## src/rtl/poly_pkg.sv

```systemverilog
// Shared widths, rounding/saturation constants and the output clamp helper
// for the second-order Horner evaluator.
package poly_pkg;
  localparam int XW         = 17;
  localparam int C0W        = 21;
  localparam int C12W       = 18;
  localparam int FRAC       = 17;
  localparam int ROUND_HALF = 1 << (FRAC - 1);
  localparam int Y_MAX      = (1 << 20) - 1;
  localparam int Y_MIN      = -(1 << 20);

  // Internal datapath widths (x is zero-extended by one bit before multiplying).
  localparam int P1W = C12W + XW + 1;   // coef2 * x
  localparam int S1W = 20;              // inner Horner sum
  localparam int P2W = S1W + XW + 1;    // s1 * x
  localparam int RW  = C0W + 1;         // unclamped result

  typedef struct packed {
    logic signed [C0W-1:0] y;
    logic                  sat;
  } clamp_t;

  function automatic clamp_t clamp_y(input logic signed [RW-1:0] r);
    clamp_t c;
    c.sat = 1'b1;
    if (r > RW'(Y_MAX))      c.y = C0W'(Y_MAX);
    else if (r < RW'(Y_MIN)) c.y = C0W'(Y_MIN);
    else begin
      c.y   = r[C0W-1:0];
      c.sat = 1'b0;
    end
    return c;
  endfunction
endpackage

```

## src/rtl/poly_eval_rnd_shift.sv

```systemverilog
// Round-half-up right shift by FRAC: floor((din + 2^(FRAC-1)) / 2^FRAC).
// Output carries one extra bit so the rounding carry can never wrap.
module rnd_shift
  import poly_pkg::*;
#(
  parameter int IW = 36
) (
  input  logic signed [IW-1:0]      din,
  output logic signed [IW-FRAC:0]   dout
);
  logic signed [IW:0] sum;

  always_comb begin
    sum  = $signed({din[IW-1], din}) + (IW+1)'(ROUND_HALF);
    dout = (IW-FRAC+1)'(sum >>> FRAC);
  end
endmodule

```

## src/rtl/poly_eval.sv

```systemverilog
// Five-stage pipelined Horner evaluator y = (coef2*x + coef1)*x + coef0 with
// round-half-up scaling after each multiply and saturation on the final add.
module poly_eval
  import poly_pkg::*;
(
  input  logic                   clk,
  input  logic                   rst,
  input  logic                   en_in,
  input  logic [XW-1:0]          x_in,
  input  logic signed [C0W-1:0]  coef0,
  input  logic signed [C12W-1:0] coef1,
  input  logic signed [C12W-1:0] coef2,
  output logic                   out_valid,
  output logic signed [C0W-1:0]  y_out,
  output logic                   sat
);
  logic                   v1, v2, v3, v4;
  logic [XW-1:0]          x_d1, x_d2, x_d3;
  logic signed [P1W-1:0]  p1;
  logic signed [C12W-1:0] c1_d2;
  logic signed [C0W-1:0]  c0_d2, c0_d3, c0_d4;
  logic signed [S1W-1:0]  s1;
  logic signed [P2W-1:0]  p2;
  logic signed [S1W-1:0]  r1;
  logic signed [RW-1:0]   r2;
  logic signed [RW-1:0]   r;
  clamp_t                 clamped;

  rnd_shift #(.IW(P1W)) u_rnd1 (.din(p1), .dout(r1));
  rnd_shift #(.IW(P2W)) u_rnd2 (.din(p2), .dout(r2));

  always_comb begin
    r       = r2 + RW'(c0_d4);
    clamped = clamp_y(r);
  end

  // NOTE: every register, data included, is cleared on reset so a reset
  // mid-stream leaves no stale sample visible on y_out; state is updated
  // with non-blocking assignments so all stages advance on the same edge.
  always_ff @(posedge clk) begin
    if (rst) begin
      v1 <= 1'b0; v2 <= 1'b0; v3 <= 1'b0; v4 <= 1'b0;
      out_valid <= 1'b0;
      x_d1 <= '0; x_d2 <= '0; x_d3 <= '0;
      p1 <= '0; c1_d2 <= '0; c0_d2 <= '0; c0_d3 <= '0; c0_d4 <= '0;
      s1 <= '0; p2 <= '0;
      y_out <= '0;
      sat   <= 1'b0;
    end else begin
      v1        <= en_in;
      v2        <= v1;
      v3        <= v2;
      v4        <= v3;
      out_valid <= v4;

      if (en_in) x_d1 <= x_in;
      // Coefficients arrive one cycle after en_in, aligned with v1.
      if (v1) begin
        p1    <= coef2 * $signed({1'b0, x_d1});
        c1_d2 <= coef1;
        c0_d2 <= coef0;
        x_d2  <= x_d1;
      end
      if (v2) begin
        s1    <= r1 + S1W'(c1_d2);
        c0_d3 <= c0_d2;
        x_d3  <= x_d2;
      end
      if (v3) begin
        p2    <= s1 * $signed({1'b0, x_d3});
        c0_d4 <= c0_d3;
      end
      if (v4) begin
        y_out <= clamped.y;
        sat   <= clamped.sat;
      end
    end
  end
endmodule

```

## config.mk

```make
export PLATFORM = sky130hd
export DESIGN_NAME = poly_eval
export DESIGN_NICKNAME = d
export VERILOG_FILES = /design/src/rtl/poly_pkg.sv /design/src/rtl/poly_eval_rnd_shift.sv /design/src/rtl/poly_eval.sv
export SDC_FILE = /design/constraint.sdc
export NUM_CORES = 2
export LEC_CHECK = 0
export ABC_AREA = 1
export CORE_AREA = 5 5 290 292
export CTS_CLUSTER_DIAMETER = 40
export DETAILED_ROUTE_END_ITERATION = 16
export DIE_AREA = 0 0 295 297
export GPL_TIMING_DRIVEN = 0
export SYNTH_ARGS = -nofsm -noshare
export SYNTH_HDL_FRONTEND = slang
export SYNTH_SLANG_ARGS = --single-unit
```

## constraint.sdc

```tcl
create_clock -name clk -period 13.9 [get_ports clk]
set_clock_uncertainty 0.15 [all_clocks]
set_input_delay 2.78 -clock clk [delete_from_list [all_inputs] [get_ports clk]]
set_output_delay 2.78 -clock clk [all_outputs]
set_load 0.02 [all_outputs]
```

Word-level counts from Yosys, hierarchy flattened --
Index checks and enable logic that the tools add are counted.
Storage, ports and cells: output and inout bits 23, register bits after elaboration 253
Cells by class: $add $sub $neg 4, magnitude comparators 2, multipliers 2, multiplexer cells 4
Operators with widths (count):
- 2-to-1 mux 21 bit | 2
- adder 38 x 18 -> 39 bit, second input constant | 1
- multiplier 20 x 18 -> 38 bit | 1
- adder 36 x 18 -> 37 bit, second input constant | 1
- multiplier 18 x 18 -> 36 bit | 1
- adder 22 x 21 -> 22 bit | 1
- greater-than comparator 22 x 21 -> 1 bit, second input constant | 1
- less-than comparator 22 x 21 -> 1 bit, second input constant | 1
- adder 20 x 18 -> 20 bit | 1
- 2-to-1 mux 1 bit | 2

Longest topological paths before layout --
word-level depth 5, gate-level depth with buffers 31, depth with buffers taken out 29

Hierarchy --
A second synthesis with hierarchy kept.
Unflattened totals: cells, all modules 5151, area total of the unflattened synthesis 38020.2 um^2
Modules (own cells, without submodules):
- poly_eval | cells each 4949, instances 1, area each 36877.9 um^2, seq. area each 5064.9 um^2
- rnd_shift at u_rnd2 | cells each 108, instances 1, area each 649.4 um^2, seq. area each 0.0 um^2
- rnd_shift at u_rnd1 | cells each 94, instances 1, area each 493.0 um^2, seq. area each 0.0 um^2

Worst setup path after synthesis --
OpenSTA, ideal clock, no wires.
path type in2reg, start in coef2[17], end reg p1[35], library setup time 0.070 ns, buffers on the path 2, slack 5.610 ns, data arrival time 8.070 ns, stages on the path 22, path through clkbuf_1 -> clkbuf_1 -> nand2_1 -> fa_1 -> fa_1 -> inv_1 -> fa_1 -> fa_1 -> fa_1 -> inv_1 -> fa_1 -> inv_1 -> ha_1 -> a21oi_1 -> a21boi_0 -> o21a_1 -> nor2_1 -> nor2_1 -> nand2_1 -> nand2_1 -> nand2_1 -> a21oi_1
On the way: word-level cells in the longest chain between the ends 1
Ends and longest elaborated chain:
- start: declaration | RTL line poly_eval.sv:12 | input logic signed [C12W-1:0] coef2,
- multiplier 18 x 18 -> 36 bit | RTL line poly_eval.sv:59 | p1 <= coef2 * $signed({1'b0, x_d1});
- end signal: assignment | RTL line poly_eval.sv:59
- end: declaration | RTL line poly_eval.sv:19 | logic signed [P1W-1:0] p1;
Every way passes these cells. A chain may end at the register's enable or synchronous reset.

Worst setup path after layout --
start in coef2[5], end reg p1[22]
Same word-level chain as after synthesis.

==> summary.md <==
| Metric | Value |
|---|---|
| # rows | `105` |
| Synth top area share | `0.3588` |
| Syn Area/Cell | `7.352 µm²` |
| Crit path buf inv count | `8` |
| Pre-antenna DRT Iters | `5` |
| Total number of vias | `30.74k` |
| GP Congestion | `0.9543` |
| Starting Density | `0.4459` |
| Routed len/inst | `17.76 µm` |
| GRT Util Overall | `0.2567` |
| Synth warn | `0` |
| CP arrival | `9.74 ns` |
| H-Tree Depth | `2` |
| CP required | `14.21 ns` |
| FFs w/ async S/R, synth | `0` |
| Largest stage delay, worst path | `0.61 ns` |
| Post-synthesis cell area | `36260 µm²` |
| DP Area | `38400 µm²` |
| Drt drc | `0` |
| CTS buffer count | `39` |
| Cell family with most CP delay | `adder cells` |
| Status | `finished clean` |
| Final instance area | `39820 µm²` |
| DR iter-0 viols | `2509` |
| Crit end category | `flip-flop` |
| Post-cts sizing count | `0` |
| Max_cap viols | `0` |
| Seq/Total Area, Yosys | `0.1220` |
| Dominant cell type by area after synthesis | `fa_1` |
| RSZ-0062 raised after global routing | `no` |
| Antenna violations before repair | `2` |
| Setup TNS | `0 ns` |
| EDFF count, synth | `0` |
| Worst slew margin | `0.2786` |
| Synth-to-layout area growth | `9.803%` |
| LEAKAGE | `22.40 nW` |
| Die area | `87620 µm²` |
| Worst Tran Pin Value | `1.082 ns` |
| Top-count cell post-synth | `inv_1` |
| Later-pin clock latency in the skew report | `0.56 ns` |
| Global-route wire length before repair | `176.9 mm` |
| Synth cell count leaders | `inv_1, nand2_1, fa_1, nor2_1, o21ai_0` |
| Most used cell, CP | `nand2_1` |
| Root buffer cell | `clkbuf_16` |
| Syn_nets | `5879` |
| Clock tree buffer depth | `3` |
| Crit Path Class | `input pin to flip-flop` |
| Predominant post-synthesis flop cell | `dfxtp_1` |
| Final setup fails | `0` |
| Via-to-Cell Ratio | `4.995` |
| Pwr Density | `130.7 nW/µm²` |
| Seq cells post-synth | `221` |
| Clock slew at reported path FFs | `0.06 ns` |
| Core Area | `81320 µm²` |
| Postcts setup bufs | `0` |
| Final worst path period share | `0.6779` |
| # hold bufs at CTS | `0` |
| Fmax | `106.1 MHz` |
| CTS tree | `built` |
| ANT nets after route | `0` |
| CP Max Fanout | `10` |
| Number of global-route vias before repair | `31.73k` |
| Layout cells sized above 1 | `0.02046` |
| Die width | `295 µm` |
| Die height | `297 µm` |
| Final Hold Viols | `0` |
| Max-slew violation count | `0` |
| GRT overflow | `0` |
| Pin count of the biggest net entering global routing | `14` |
| Hold crit path type | `flip-flop to flip-flop` |
| Setup crit start kind | `input pin` |
| CTS sink count | `221` |
| Reg-to-reg setup timing slack | `6.50 ns` |
| Final wirelength | `109.3 mm` |
| Area contributors post-synth | `fa_1, inv_1, dfxtp_1` |
| Cells after Synth | `4932` |
| Final net count | `6000` |
| Max VDD drop | `0.1706 mV` |
| HPWL after DPL | `91.25 mm` |
| Tmin final | `9.423 ns` |
| Worst path slowest cell | `clkbuf_1` |
| Library cells used by synthesis | `45` |
| Ports | `100` |
| Count of input and output buffers | `80` |
-- cell type report --
cell class / instances / area, µm²
Antenna cell: 1 / 2.502
Buffer: 211 / 807.0
Clock buffer: 43 / 1011
Clock inverter: 28 / 401.6
Fill cell: 8206 / 41500
Inverter: 1325 / 4974
Multi-Input combinational cell: 3175 / 26060
Sequential cell: 221 / 4424
Tap cell: 1070 / 1339
Timing Repair Buffer: 80 / 800.8
-- per-stage QoR --
| stage | std cells | hold WS, ns | power [mW] | util | setup slack, ns |
|---|---|---|---|---|---|
| floorplan | 4932 | 0.2995 | 3.166 | - | 5.610 |
| global placement | 6082 | 0.3068 | 4.107 | 0.4722 | 4.119 |
| detailed placement | 6082 | 0.3088 | 4.117 | 0.4722 | 4.110 |
| CTS | 6153 | 0.3173 | 5.181 | 0.4896 | 4.700 |
| global route | 6154 | 0.3401 | 5.757 | 0.4896 | 4.198 |
| finish | 6154 | 0.3125 | 5.205 | 0.4896 | 4.477 |
-- worst reg2reg max path, delay by kind of cell (launching register included) --
family | cells | cell delay (ns)
buf+inv | 7 | 1.51
compound gates | 5 | 1.31
fa+ha+maj | 7 | 3.51
flops | 1 | 0.31
simple gates | 3 | 0.55
-- registers in the layout, indices dropped and copies added, names as in the netlist, 18 cells and up --
register / count
s1: 20
c1_d2: 18
c0_d3: 21
y_out: 21
c0_d4: 21
c0_d2: 21
p1: 20
p2: 22
-- cells in the final DEF, fill, tap and decap left out, types with 18 or more instances in the layout --
| cell | n |
|---|---|
| nand2_1 | 1064 |
| nand4_1 | 26 |
| buf_1 | 18 |
| clkbuf_16 | 39 |
| xor2_1 | 55 |
| xnor2_1 | 25 |
| clkdlybuf4s50_1 | 80 |
| nor2_1 | 471 |
| ha_1 | 220 |
| fa_1 | 650 |
| a21oi_1 | 162 |
| o21bai_1 | 20 |
| inv_1 | 1320 |
| dfxtp_1 | 221 |
| nand3_1 | 116 |
| clkbuf_1 | 193 |
| o21ai_0 | 246 |
-- report_power, final --
group | total [mW] | switching (mW) | leakage (nW) | internal (mW)
Combinational | 3.43 | 2.26 | 19.9 | 1.17
Clock | 1.03 | 0.383 | 0.664 | 0.652
Sequential | 0.739 | 0.0500 | 1.81 | 0.689
Total | 5.20 | 2.70 | 22.4 | 2.51
-- metal layers --
metal,track usage,vias to the layer above,share of wire
met1,0.3792,14960,0.46
li1,-,14600,-
met4,0.07101,2,0.030
met2,0.3932,1024,0.43
met3,0.04054,159,0.075
met5,0,-,0.00012
-- final timing paths --
path	start	endpoint	depth (start not counted)
hold / removal	y_out[5]	y_out[5]	2
setup / recovery	coef2[5]	p1[22]	26
hold reg to reg	y_out[5]	y_out[5]	2
setup reg to reg	s1[9]	p2[24]	22
-- kinds of logic after synthesis --
group | Yosys count | synth area share
and+or+nand+nor | 1729 | 0.1894
buffers and inverters | 1536 | 0.1594
adders and majority gates | 870 | 0.4348
AOI/OAI and AO/OA | 496 | 0.07508
DFF | 221 | 0.1220
xor gates and xnor gates | 80 | 0.01932
No activity file was read; power rests on OpenSTA's default activity.
